--- config.mk ---
export PLATFORM = sky130hd
export DESIGN_NAME = lane_dly_move_ctrl
export DESIGN_NICKNAME = d
export VERILOG_FILES = /design/src/rtl/lane_dly_move_ctrl.sv
export SDC_FILE = /design/constraint.sdc
export NUM_CORES = 1
export LEC_CHECK = 0
export ABC_AREA = 1
export CAP_MARGIN = 40
export CORE_ASPECT_RATIO = 1.75
export CORE_MARGIN = 1.5
export CORE_UTILIZATION = 40
export CTS_BUF_LIST = sky130_fd_sc_hd__clkbuf_4 sky130_fd_sc_hd__clkbuf_8
export DETAILED_ROUTE_END_ITERATION = 8
export HOLD_SLACK_MARGIN = 0.12
export SYNTH_ARGS = -nofsm -noshare
export SYNTH_HDL_FRONTEND = slang
export SYNTH_SLANG_ARGS = --single-unit
--- constraint.sdc ---
create_clock -name FAB_CLK -period 2.45 [get_ports FAB_CLK]
set_clock_uncertainty 0.2 [all_clocks]
set_input_delay 0.3675 -clock FAB_CLK [delete_from_list [all_inputs] [get_ports FAB_CLK]]
set_output_delay 0.3675 -clock FAB_CLK [all_outputs]
set_load 0.01 [all_outputs]
--- src/rtl/lane_dly_move_ctrl.sv ---
// lane_dly_move_ctrl
//   Sequences the PF_LANECTRL delay-line controls for one DDR3 lane. It takes one
//   request at a time to LOAD, or to MOVE the RX/TX DQS delay line by N taps. Each
//   operation is bracketed by HS_IO_CLK_PAUSE. MOVE strobes are spaced MOVE_GAP
//   cycles apart, and the operation aborts when the selected line reports
//   out-of-range.
//
// Ports
//   FAB_CLK, RESET_N            clock; synchronous active-low reset
//   REQ_VALID/REQ_READY         request handshake (accepted on VALID & READY)
//   REQ_SEL/LOAD/DIR/STEPS      line select, load/move, move direction, move count
//   DONE, DONE_STEPS, DONE_OOR  one-cycle completion pulse with strobe count and abort flag
//   BUSY                        inverse of REQ_READY
//   DELAY_LINE_*                LANECTRL delay-line controls (SEL, DIRECTION, LOAD, MOVE)
//   HS_IO_CLK_PAUSE             LANECTRL clock pause request
//   RX/TX_DELAY_LINE_OUT_OF_RANGE  out-of-range flags from LANECTRL
module lane_dly_move_ctrl #(
  parameter int PAUSE_SETUP = 2,
  parameter int PAUSE_HOLD  = 2,
  parameter int MOVE_GAP    = 4
) (
  input  logic       FAB_CLK,
  input  logic       RESET_N,
  input  logic       REQ_VALID,
  output logic       REQ_READY,
  input  logic       REQ_SEL,
  input  logic       REQ_LOAD,
  input  logic       REQ_DIR,
  input  logic [7:0] REQ_STEPS,
  output logic       DONE,
  output logic [7:0] DONE_STEPS,
  output logic       DONE_OOR,
  output logic       BUSY,
  output logic       DELAY_LINE_SEL,
  output logic       DELAY_LINE_DIRECTION,
  output logic       DELAY_LINE_LOAD,
  output logic       DELAY_LINE_MOVE,
  output logic       HS_IO_CLK_PAUSE,
  input  logic       RX_DELAY_LINE_OUT_OF_RANGE,
  input  logic       TX_DELAY_LINE_OUT_OF_RANGE
);

  typedef enum logic [2:0] {
    S_IDLE   = 3'd0,
    S_PAUSE  = 3'd1,
    S_STROBE = 3'd2,
    S_GAP    = 3'd3,
    S_HOLD   = 3'd4,
    S_FIN    = 3'd5
  } state_t;

  // The wait timer is loaded with (length - 1) on entry and counts down to zero.
  localparam logic [7:0] SETUP_LAST = 8'(PAUSE_SETUP - 1);
  localparam logic [7:0] GAP_LAST   = 8'(MOVE_GAP - 2);
  localparam logic [7:0] HOLD_LAST  = 8'(PAUSE_HOLD - 1);

  state_t     state_q, state_d;
  logic [7:0] tmr_q, tmr_d;
  logic [7:0] cnt_q, cnt_d;
  logic [7:0] tgt_q, tgt_d;
  logic       sel_q, sel_d;
  logic       dir_q, dir_d;
  logic       load_q, load_d;
  logic       abort_q, abort_d;

  logic       ready_q, ready_d;
  logic       busy_q, busy_d;
  logic       done_q, done_d;
  logic [7:0] done_steps_q, done_steps_d;
  logic       done_oor_q, done_oor_d;
  logic       dl_sel_q, dl_sel_d;
  logic       dl_dir_q, dl_dir_d;
  logic       dl_load_q, dl_load_d;
  logic       dl_move_q, dl_move_d;
  logic       pause_q, pause_d;

  logic       oor_in;
  logic       tmr_zero;

  always_comb begin
    state_d = state_q;
    tmr_d   = tmr_q;
    cnt_d   = cnt_q;
    tgt_d   = tgt_q;
    sel_d   = sel_q;
    dir_d   = dir_q;
    load_d  = load_q;
    abort_d = abort_q;

    oor_in   = sel_q ? TX_DELAY_LINE_OUT_OF_RANGE : RX_DELAY_LINE_OUT_OF_RANGE;
    tmr_zero = (tmr_q == '0);

    unique case (state_q)
      S_IDLE: begin
        if (REQ_VALID) begin
          sel_d   = REQ_SEL;
          dir_d   = REQ_DIR;
          load_d  = REQ_LOAD;
          tgt_d   = REQ_STEPS;
          cnt_d   = '0;
          abort_d = 1'b0;
          if (!REQ_LOAD && (REQ_STEPS == '0)) begin
            state_d = S_FIN;
          end else begin
            state_d = S_PAUSE;
            tmr_d   = SETUP_LAST;
          end
        end
      end
      S_PAUSE: begin
        if (tmr_zero) state_d = S_STROBE;
        else          tmr_d   = tmr_q - 8'd1;
      end
      S_STROBE: begin
        if (!load_q) cnt_d = cnt_q + 8'd1;
        state_d = S_GAP;
        tmr_d   = GAP_LAST;
      end
      S_GAP: begin
        if (tmr_zero) begin
          // Out-of-range takes priority, even on the final strobe.
          if (oor_in) begin
            abort_d = 1'b1;
            state_d = S_HOLD;
            tmr_d   = HOLD_LAST;
          end else if (load_q || (cnt_q == tgt_q)) begin
            state_d = S_HOLD;
            tmr_d   = HOLD_LAST;
          end else begin
            state_d = S_STROBE;
          end
        end else begin
          tmr_d = tmr_q - 8'd1;
        end
      end
      S_HOLD: begin
        if (tmr_zero) state_d = S_FIN;
        else          tmr_d   = tmr_q - 8'd1;
      end
      S_FIN: begin
        state_d = S_IDLE;
      end
      default: begin
        state_d = S_IDLE;
      end
    endcase
  end

  // Outputs are decoded from the next state so that every port comes straight from a flop.
  always_comb begin
    ready_d      = (state_d == S_IDLE);
    busy_d       = (state_d != S_IDLE);
    done_d       = (state_d == S_FIN);
    done_steps_d = (state_d == S_FIN) ? cnt_d : '0;
    done_oor_d   = (state_d == S_FIN) ? abort_d : 1'b0;
    dl_sel_d     = (state_d != S_IDLE) ? sel_d : 1'b0;
    dl_dir_d     = (state_d != S_IDLE) ? dir_d : 1'b0;
    dl_load_d    = (state_d == S_STROBE) && load_d;
    dl_move_d    = (state_d == S_STROBE) && !load_d;
    pause_d      = (state_d == S_PAUSE) || (state_d == S_STROBE) ||
                   (state_d == S_GAP)   || (state_d == S_HOLD);
  end

  always_ff @(posedge FAB_CLK) begin
    if (!RESET_N) begin
      state_q      <= S_IDLE;
      tmr_q        <= '0;
      cnt_q        <= '0;
      tgt_q        <= '0;
      sel_q        <= 1'b0;
      dir_q        <= 1'b0;
      load_q       <= 1'b0;
      abort_q      <= 1'b0;
      ready_q      <= 1'b1;
      busy_q       <= 1'b0;
      done_q       <= 1'b0;
      done_steps_q <= '0;
      done_oor_q   <= 1'b0;
      dl_sel_q     <= 1'b0;
      dl_dir_q     <= 1'b0;
      dl_load_q    <= 1'b0;
      dl_move_q    <= 1'b0;
      pause_q      <= 1'b0;
    end else begin
      state_q      <= state_d;
      tmr_q        <= tmr_d;
      cnt_q        <= cnt_d;
      tgt_q        <= tgt_d;
      sel_q        <= sel_d;
      dir_q        <= dir_d;
      load_q       <= load_d;
      abort_q      <= abort_d;
      ready_q      <= ready_d;
      busy_q       <= busy_d;
      done_q       <= done_d;
      done_steps_q <= done_steps_d;
      done_oor_q   <= done_oor_d;
      dl_sel_q     <= dl_sel_d;
      dl_dir_q     <= dl_dir_d;
      dl_load_q    <= dl_load_d;
      dl_move_q    <= dl_move_d;
      pause_q      <= pause_d;
    end
  end

  assign REQ_READY            = ready_q;
  assign BUSY                 = busy_q;
  assign DONE                 = done_q;
  assign DONE_STEPS           = done_steps_q;
  assign DONE_OOR             = done_oor_q;
  assign DELAY_LINE_SEL       = dl_sel_q;
  assign DELAY_LINE_DIRECTION = dl_dir_q;
  assign DELAY_LINE_LOAD      = dl_load_q;
  assign DELAY_LINE_MOVE      = dl_move_q;
  assign HS_IO_CLK_PAUSE      = pause_q;

endmodule

==> impl_metrics.env <==
export IMPL_grt_start_max_net_pins=21
export IMPL_synth_lib_cells_used_distinct=31
export IMPL_synth_yosys_seq_area_share_pct=39.3
export IMPL_power_frac_seq_pct=32.6
export IMPL_run_status="finished clean"
export IMPL_drt_pass1_iterations=4
export IMPL_path_cells="inv_1 > ha_1 > nand2_4 > nor2_4 > nand2_4 > nor2_8 > nand3_4 > nand2_4 > nand2_1 > a21oi_2"
export IMPL_p_switching_uw=1530
export IMPL_core_area_mm2=0.00588
export IMPL_gr_usage_all_layers_pct=20.0
export IMPL_clock_tree_buffer_depth=2
export IMPL_max_cap_viol_count=0
export IMPL_die_width_um=62.1
export IMPL_first_global_vias=2235
export IMPL_final_min_period_over_clock_period_pct=82.7
export IMPL_syn_area_mm2=0.00244
export IMPL_worstSetupStartpointType="flop"
export IMPL_die_height_um=106
export IMPL_post_synth_cell_area_avg_um2=7.14
export IMPL_via_count=2201
export IMPL_worst_path_largest_cell_delay_ps=310
export IMPL_floorplan_initialDensity_pct=41.5
export IMPL_cp_required_ps=2500
export IMPL_cell_type_with_the_highest_occurrence_count_on_the_critical_path="sky130_fd_sc_hd__nand2_4"
export IMPL_num_antenna_cells=0
export IMPL_final_design_instance_area_without_fill_mm2=0.00296
export IMPL_drtAntennaViolNets=0
export IMPL_insertion_delay_ps=310
export IMPL_worst_slew_pin_transition_ps=512
export IMPL_clockRootBuffer="sky130_fd_sc_hd__clkbuf_8"
export IMPL_initialDrtViolationCount=77
export IMPL_cts_resized=0
export IMPL_clock_sinks=48
export IMPL_setup_tns_final_ps=0
export IMPL_timing_fmax_ghz=0.493
export IMPL_layout_common_cells="70 x sky130_fd_sc_hd__nand2_1, 55 x sky130_fd_sc_hd__nor2_1, 48 x sky130_fd_sc_hd__dfxtp_1, 35 x sky130_fd_sc_hd__inv_1, 32 x sky130_fd_sc_hd__clkdlybuf4s50_1"
export IMPL_area_growth_pct=21.1
export IMPL_final_period_minus_worst_setup_slack_ps=2030
export IMPL_portBuffers=32
export IMPL_hold_path_class="reg -> reg"
export IMPL_finish_net_count=398
export IMPL_regToRegSetupSlack_ps=420
export IMPL_layout_commonest_cell="sky130_fd_sc_hd__nand2_1"
export IMPL_timing_slew_headroom_pct=65.8
export IMPL_io_pins=33
export IMPL_setup_worst_path_end_class="flop"
export IMPL_final_layout_size_suffix_gt1_share_pct=15.5
export IMPL_routedWlPerCell_um=13.0
export IMPL_gp_routability_congestion=0.864
export IMPL_grt_antenna_before_repair=0
export IMPL_combPwrFrac_pct=52.1
export IMPL_timing_max_transition_violations_final=0
export IMPL_wirelength_um=5960
export IMPL_crit_path_top_delay_cell="sky130_fd_sc_hd__dfxtp_1"
export IMPL_cts_tree="yes"
export IMPL_mappedNetlistNets=360
export IMPL_grt_pass1_wl_um=9630
export IMPL_total_leakage_power_uw=0.00124
export IMPL_clkSlewWorstSetupHoldPaths_ps=100
export IMPL_p_int_uw=1770
export IMPL_die_area_mm2=0.00660
export IMPL_ctsHtreeMaxLevel=2
export IMPL_share_clk_of_total_power_pct=15.2
export IMPL_syn_instance_count=342
export IMPL_vias_per_cell=4.80
export IMPL_power_ir_vdd_worst_uv=464
export IMPL_post_cts_setup_repair_bufs=0
export IMPL_placement_cell_area_mm2=0.00286
export IMPL_p_per_area_mw_per_mm2=1110
export IMPL_dp_final_hpwl_um=4830
export IMPL_drt_drc_violations_left=0
export IMPL_yosysWarnings=0
export IMPL_power_share_switching_pct=46.3
export IMPL_total_gr_overflow=0
export IMPL_core_rowCount=37
export IMPL_post_cts_hold_fix_bufs=0
export IMPL_report_final_setup_viol=0
export IMPL_tritoncts_num_buffers=5
export IMPL_critical_path_class="reg -> reg"
export IMPL_ys_seq_elements=48
export IMPL_grt_setup_unrepaired="false"
export IMPL_critical_path_max_fanout=9
export IMPL_final_hold_violation_count=0
export IMPL_arrival_time_at_the_worst_endpoint_ps=2070
==> cell type report <==
type	count	area [um^2]
sequential	48	961
tap	78	97.6
multi-input combinational	240	1270
inverter	49	184
clock buffer	6	82.6
fill	635	2920
timing repair buffer	36	350
clock inverter	2	15.0
==> Yosys cell counts, drive strengths merged <==
library cell	number	area share (%)
nor2	66	13
a22oi	1	0.31
nand4	4	1.0
xnor2	5	1.8
dlymetal6s2s	1	0.51
ha	2	1.0
buf	2	0.41
xor2	1	0.36
o32ai	1	0.36
nand3	31	6.9
o21ai	24	4.9
a22o	1	0.36
nand2	82	15
inv	49	7.5
nor3	2	0.61
clkbuf	2	0.31
mux2i	1	0.41
dfxtp	48	39
o211ai	2	0.61
o22ai	1	0.26
a21oi	16	4.5
==> flip-flops by register name, indices dropped and copies added, names as in the netlist, 3 cells and up <==
register	count
tgt_q	8
state_q	3
DONE_STEPS	8
cnt_q	8
tmr_q	8
==> power by group through the flow <==
stage	registers (uW)	logic, uW	clock network [uW]
2_1_floorplan	1070	1340	0
3_3_place_gp	1090	1700	0
3_5_place_dp	1100	1730	0
4_1_cts	1080	1730	521
5_1_grt	1100	1950	553
6_report	1070	1720	502
==> logic make-up after synthesis <==
| kind of cell | synth area share (%) |
|---|---|
| buf+inv | 8.76 |
| compound gates | 11.3 |
| mux | 0.410 |
| simple gates | 37.0 |
| xor+xnor | 2.15 |
| flops | 39.3 |
| fa+ha+maj | 1.02 |
==> worst paths after layout <==
kind / startpoint / depth (start not counted) / endpoint
worst max-delay path: tmr_q[0]$_SDFFE_PN0P_ / 10 / tmr_q[7]$_SDFFE_PN0P_
worst min-delay path: tgt_q[7]$_SDFFE_PN0P_ / 2 / tgt_q[7]$_SDFFE_PN0P_
worst max register to register: tmr_q[0]$_SDFFE_PN0P_ / 10 / tmr_q[7]$_SDFFE_PN0P_
worst min register to register: tgt_q[7]$_SDFFE_PN0P_ / 2 / tgt_q[7]$_SDFFE_PN0P_
==> per-stage QoR <==
| stage | power, uW | hold WS, ps | utilization, % | cells | setup slack (ps) |
|---|---|---|---|---|---|
| 2_1_floorplan | 2410 | 244 | - | 342 | 700 |
| 6_report | 3290 | 284 | 50.3 | 459 | 423 |
| 5_1_grt | 3600 | 305 | 50.3 | 459 | 231 |
| 3_5_place_dp | 2820 | 272 | 48.6 | 451 | 230 |
| 4_1_cts | 3330 | 285 | 50.3 | 459 | 408 |
| 3_3_place_gp | 2800 | 256 | 48.6 | 451 | 248 |
==> critical path, delay by kind of cell (launching register included) <==
| kind | cells | cell delay, ps |
|---|---|---|
| AO/OA/AOI/OAI | 1 | 130 |
| flip-flops | 1 | 310 |
| buffers and inverters | 1 | 120 |
| AND/OR/NAND/NOR | 7 | 890 |
| adder cells (fa/ha/maj) | 1 | 310 |
==> per-layer routing <==
layer / global-route usage (%) / vias up / wire (um)
li1: - / 1155 / -
met1: 17.8 / 991 / 2120
met2: 37.7 / 36 / 3420
met3: 2.92 / 19 / 118
met4: 12.5 / 0 / 308
met5: 0 / - / 0
No activity file was read; power rests on OpenSTA's default activity.
==> RTL change 1 (same flow settings) <==
Encoding of `state_t`: now one-hot (6 bits for 6 states).
--- a/src/rtl/lane_dly_move_ctrl.sv
+++ b/src/rtl/lane_dly_move_ctrl.sv
@@ -40,13 +40,13 @@
   input  logic       TX_DELAY_LINE_OUT_OF_RANGE
 );
 
-  typedef enum logic [2:0] {
-    S_IDLE   = 3'd0,
-    S_PAUSE  = 3'd1,
-    S_STROBE = 3'd2,
-    S_GAP    = 3'd3,
-    S_HOLD   = 3'd4,
-    S_FIN    = 3'd5
+  typedef enum logic [5:0] {
+    S_IDLE   = 6'b000001,
+    S_PAUSE  = 6'b000010,
+    S_STROBE = 6'b000100,
+    S_GAP    = 6'b001000,
+    S_HOLD   = 6'b010000,
+    S_FIN    = 6'b100000
   } state_t;
 
   // The wait timer is loaded with (length - 1) on entry and counts down to zero.
Function: same outputs for any inputs over 10 cycles, from zero or initial values and one cycle with RESET_N low; not proved beyond that.
==> RTL change 1 against the unedited design <==
Worst setup slack got worse by 0.052 ns. Final area is 2.1% higher. Fmax fell by 2.5%. Critical path type is now input port to register. Wire length is 6.1% higher. Sequential cell count increased by 3. Area after synthesis is 2.7% higher.
Power is not compared: it rests on default switching activity, and its combinational part moved more than twofold at a synthesized area within 25%.
==> RTL change 1: results (changes against the unedited design) <==
Pin count of the biggest net entering global routing: 18 (was 21)
Layout fillers: 624 (was 635)
Adder-Cell Fraction of Synth Area: 0.0150 (was 0.0102)
Area leader, netlist: dfxtp_1 (unchanged)
First DRT Iteration DRCs: 103 (was 77)
Register area share after synthesis: 0.407 (was 0.393)
R2r endpoint: HS_IO_CLK_PAUSE (was tmr_q[7])
Dpl cell area: 0.00290 mm² (was 0.00286 mm²)
Async set or reset register ratio after synthesis: 0 (unchanged)
Reg2Reg Depth: 8 (was 10)
Slowest stage delay, CP: 0.44 ns (was 0.31 ns)
TritonRoute pass-1 iters: 4 (unchanged)
Maximum clock frequency: 481 MHz (was 493 MHz)
Synthesized net count: 378 (was 360)
Total CTS buffers: 5 (unchanged)
Leak Pwr: 1.36 nW
Clk buf depth: 2 (unchanged)
Syn_area_per_cell: 6.98 µm² (was 7.14 µm²)
Worst-margin pin slew: 0.460 ns (was 0.512 ns)
DP Cell Count: 470 (was 451)
Clock transition at path regs: 0.09 ns
Global-route wire length before repair: 10500 µm (was 9630 µm)
Post-cts resize count: 0 (unchanged)
CTS root buf: clkbuf_8 (unchanged)
H-tree depth: 2 (unchanged)
Worst Path Arrival: 2.11 ns (was 2.07 ns)
Vias in the first global route: 2310 (was 2235)
ANT cells: 0 (unchanged)
CP startpoint: REQ_STEPS[4] (was tmr_q[0])
Global placement routability congestion: 0.853 (was 0.864)
Avg WL per Cell: 13.2 µm (was 13.0 µm)
Worst skew pair latency: 0.30 ns
Top cells by area, synth: dfxtp_1 41%, nor2_1 12%, nand2_1 9.7% (was dfxtp_1 39%, nand2_1 11%, nor2_1 8.5%)
Final wirelength: 6320 µm (was 5960 µm)
Via/cell ratio: 4.79 (was 4.80)
Yosys cell types: 31 (unchanged)
Reg2Reg Setup Slack: 0.42 ns
Post-synthesis mux area share: 0 (was 0.00410)
Share of cells above drive strength 1: 0.0905 (was 0.155)
Crit-path max FO: 11 (was 9)
Post-synth top cells: 78 x nor2_1, 65 x nand2_1, 51 x dfxtp_1 (was 70 x nand2_1, 55 x nor2_1, 48 x dfxtp_1)
Worst reg2reg startpoint: state_q[5] (was tmr_q[0])
Compound-cell area share of the yosys netlist: 0.0948 (was 0.113)
Post-CTS setup buffer count: 0 (unchanged)
Buffers on Ports: 32 (unchanged)
Slowest CP cell: clkdlybuf4s50_1 (was dfxtp_1)
Outcome: complete, no violations (unchanged)
Pre-CTS WS: 0.0679 ns (was 0.230 ns)
Number of flops mapped to enable cells by yosys: 0 (unchanged)
Crit path capture: DONE_STEPS[3] (was tmr_q[7])
Tot GR Track Use: 0.199 (was 0.200)
Post-layout nets: 416 (was 398)
Post-Synth XOR/XNOR Area: 0.0279 (was 0.0215)
Drt drc: 0 (unchanged)
Hpwl dp: 4950 µm (was 4830 µm)
[RTL change 1: stage by stage]
stage,utilization,power [mW]
after floorplan,-,1.27
after global placement,0.473,1.42
after detailed placement,0.473,1.42
after CTS,0.492,2.02
after global routing,0.492,2.12
final,0.492,2.01
[RTL change 1: worst min path at each step]
stage	from	to	slack, ns	depth (start not counted)
final	tgt_q[7]	tgt_q[7]	0.28	2
after global routing	tgt_q[1]	tgt_q[1]	0.31	2
after CTS	tgt_q[7]	tgt_q[7]	0.29	2
after detailed placement	tmr_q[1]	tmr_q[1]	0.27	2
after global placement	tmr_q[1]	tmr_q[1]	0.26	2
after floorplan	tmr_q[1]	tmr_q[1]	0.24	2
[RTL change 1: final cells by class]
class / count / area, µm² / share of cell area
clock buffer: 6 / 82.6 / 0.0274
sequential: 51 / 1020 / 0.338
multi-input combinational: 253 / 1230 / 0.408
timing repair buffer: 39 / 373 / 0.123
clock inverter: 2 / 35.0 / 0.0116
tap: 80 / 100 / 0.0332
inverter: 47 / 176 / 0.0584
[RTL change 1: logic make-up after synthesis]
| logic type | count (synthesis) |
|---|---|
| adders and majority gates | 3 |
| DFF | 51 |
| AOI/OAI and AO/OA | 43 |
| and+or+nand+nor | 199 |
| buffers and inverters | 55 |
| xor gates and xnor gates | 8 |
[RTL change 1: routing by layer]
metal,up-vias,part of all wire,GRT usage
li1,1201,-,-
met1,1043,0.38,0.193
met2,35,0.57,0.406
met3,13,0.026,0.0241
met4,0,0.025,0.0841
met5,-,0,0
[RTL change 1: worst min-delay path, delay by kind of cell, from the launching register on]
kind | cells | cell delay [ns]
buffers and inverters | 1 | 0.07
AOI/OAI and AO/OA | 1 | 0.05
DFF | 1 | 0.32
[RTL change 1: power groups by stage]
stage	combinational (mW)	sequential [mW]	clock, mW
6_report	0.490	0.911	0.605
5_1_grt	0.554	0.917	0.648
4_1_cts	0.492	0.912	0.619
3_5_place_dp	0.489	0.931	0
3_3_place_gp	0.489	0.929	0
2_1_floorplan	0.348	0.926	0
==> RTL change 2 (same flow settings) <==
Made on the original files. Reset style: asynchronous (`RESET_N`), changed in one clocked block. Comments in the files are not updated.
--- a/src/rtl/lane_dly_move_ctrl.sv
+++ b/src/rtl/lane_dly_move_ctrl.sv
@@ -161,7 +161,7 @@
                    (state_d == S_GAP)   || (state_d == S_HOLD);
   end
 
-  always_ff @(posedge FAB_CLK) begin
+  always_ff @(posedge FAB_CLK or negedge RESET_N) begin
     if (!RESET_N) begin
       state_q      <= S_IDLE;
       tmr_q        <= '0;
Function: differs if RESET_N is asserted again (counterexample within 4 cycles, from zero or initial values and one cycle with RESET_N low); with RESET_N held inactive, the same outputs for 10 cycles.
==> RTL change 2 against the unedited design <==
Count of clock-buffer cells in the layout up 1. Sequential cell count unchanged. Wire length down 7.0%. Total power up 4.4%. Hold slack better by 0.0077 ns. Final area up 4.0%. Sequential power up 15%. Critical path depth up 2. Highest routed layer unchanged. Area after synthesis up 4.4%. Via count down 4.1%. Worst setup slack worse by 0.090 ns. Global-route usage down 2.5 points. Core utilization down 0.55 points.
==> RTL change 2: results (changes against the unedited design) <==
Pre-CTS WS: 0.226 ns (was 0.230 ns)
Outcome: complete, no violations (unchanged)
Clock network area share: 0.0317 (was 0.0330)
Comb_multi_in: 221 (was 240)
Post-layout nets: 381 (was 398)
Post-Synth XOR/XNOR Area: 0.0343 (was 0.0215)
Worst Path Arrival: 2.16 ns (was 2.07 ns)
DP Cell Count: 435 (was 451)
Avg WL per Cell: 12.5 µm (was 13.0 µm)
Max layer used: met4 (unchanged)
Yosys cell types: 30 (was 31)
Buffering overhead: 0.120 (was 0.118)
Routed wl met3: 102 µm (was 118 µm)
Via/cell ratio: 4.75 (was 4.80)
WL met1: 2060 µm (was 2120 µm)
Int Pwr: 1.92 mW (was 1.77 mW)
Share of cells above drive strength 1: 0.154 (was 0.155)
Synth-to-Final Area Change: 20.6% (was 21.1%)
CLK BUF: 7 (was 6)
Worst vdd ir: 0.561 mV (was 0.464 mV)
Tot GR Track Use: 0.174 (was 0.200)
Slowest CP cell: dfrtp_1 (was dfxtp_1)
Met1 GRT Util: 0.173 (was 0.178)
Vias in the first global route: 2046 (was 2235)
Cell count after synthesis: 322 (was 342)
Adder-Cell Fraction of Synth Area: 0.00981 (was 0.0102)
Post-synthesis mux area share: 0 (was 0.00410)
CP top delay family: simple AND/OR/NAND/NOR gates (unchanged)
Multi-input gate share of total cell area: 0.366 (was 0.429)
Power per Cell Area: 1120 mW/mm² (was 1110 mW/mm²)
Crit-path max FO: 11 (was 9)
Grt met3 use: 0.0227 (was 0.0292)
Top FF cell, synth: dfrtp_1 (was dfxtp_1)
Layout fillers: 650 (was 635)
Seq_cells: 48 (unchanged)
Compound-cell area share of the yosys netlist: 0.0829 (was 0.113)
Worst-margin pin slew: 0.532 ns (was 0.512 ns)
Leak Pwr: 1.50 nW (was 1.24 nW)
Global-route wire length before repair: 9230 µm (was 9630 µm)
Signal buffers: 39 (was 36)
Flip-flop and latch area: 0.00120 mm² (was 961 µm²)
Metal2 WL: 3230 µm (was 3420 µm)
Invs w/o clock: 48 (was 49)
Synthesized net count: 340 (was 360)
Global placement routability congestion: 0.851 (was 0.864)
Hpwl dp: 4460 µm (was 4830 µm)
M2 GR Usage: 0.347 (was 0.377)
Dpl cell area: 0.00297 mm² (was 0.00286 mm²)
Sequential share of power: 0.358 (was 0.326)
Top cells by area, synth: dfrtp_1 46%, nand2_1 14%, inv_1 6.0% (was dfxtp_1 39%, nand2_1 11%, nor2_1 8.5%)
Vias: 2111 (was 2201)
Async set or reset register ratio after synthesis: 1.00 (was 0)
Post-synth top cells: 93 x nand2_1, 47 x dfrtp_1, 41 x inv_1 (was 70 x nand2_1, 55 x nor2_1, 48 x dfxtp_1)
Register area share after synthesis: 0.472 (was 0.393)
Slowest stage delay, CP: 0.38 ns (was 0.31 ns)
-- RTL change 2: cell count changes after synthesis, sizes merged, moves of 3 or more --
cell	change
a21oi	-6
dfrtp	+47
dfxtp	-48
nand2	+18
nand3	-5
nor2	-26
xor2	+3
-- RTL change 2: worst paths after layout --
check	startpoint	endpoint	slack (ns)	depth (start not counted)
max	tmr_q[0]	HS_IO_CLK_PAUSE	0.33	12
min	tmr_q[0]	tmr_q[0]	0.29	2
max reg2reg	tmr_q[0]	HS_IO_CLK_PAUSE	0.33	12
min reg2reg	tmr_q[0]	tmr_q[0]	0.29	2
max in group asynchronous	RESET_N	REQ_READY	1.05	3
min in group asynchronous	RESET_N	tmr_q[1]	0.38	2
-- RTL change 2: repair_timing --
action / 4_1_cts / 5_1_grt
hold endpoints to repair: 21 / 0
buffers inserted: 0 / 0
hold buffers: 1 / 0
setup endpoints to repair: 0 / 0
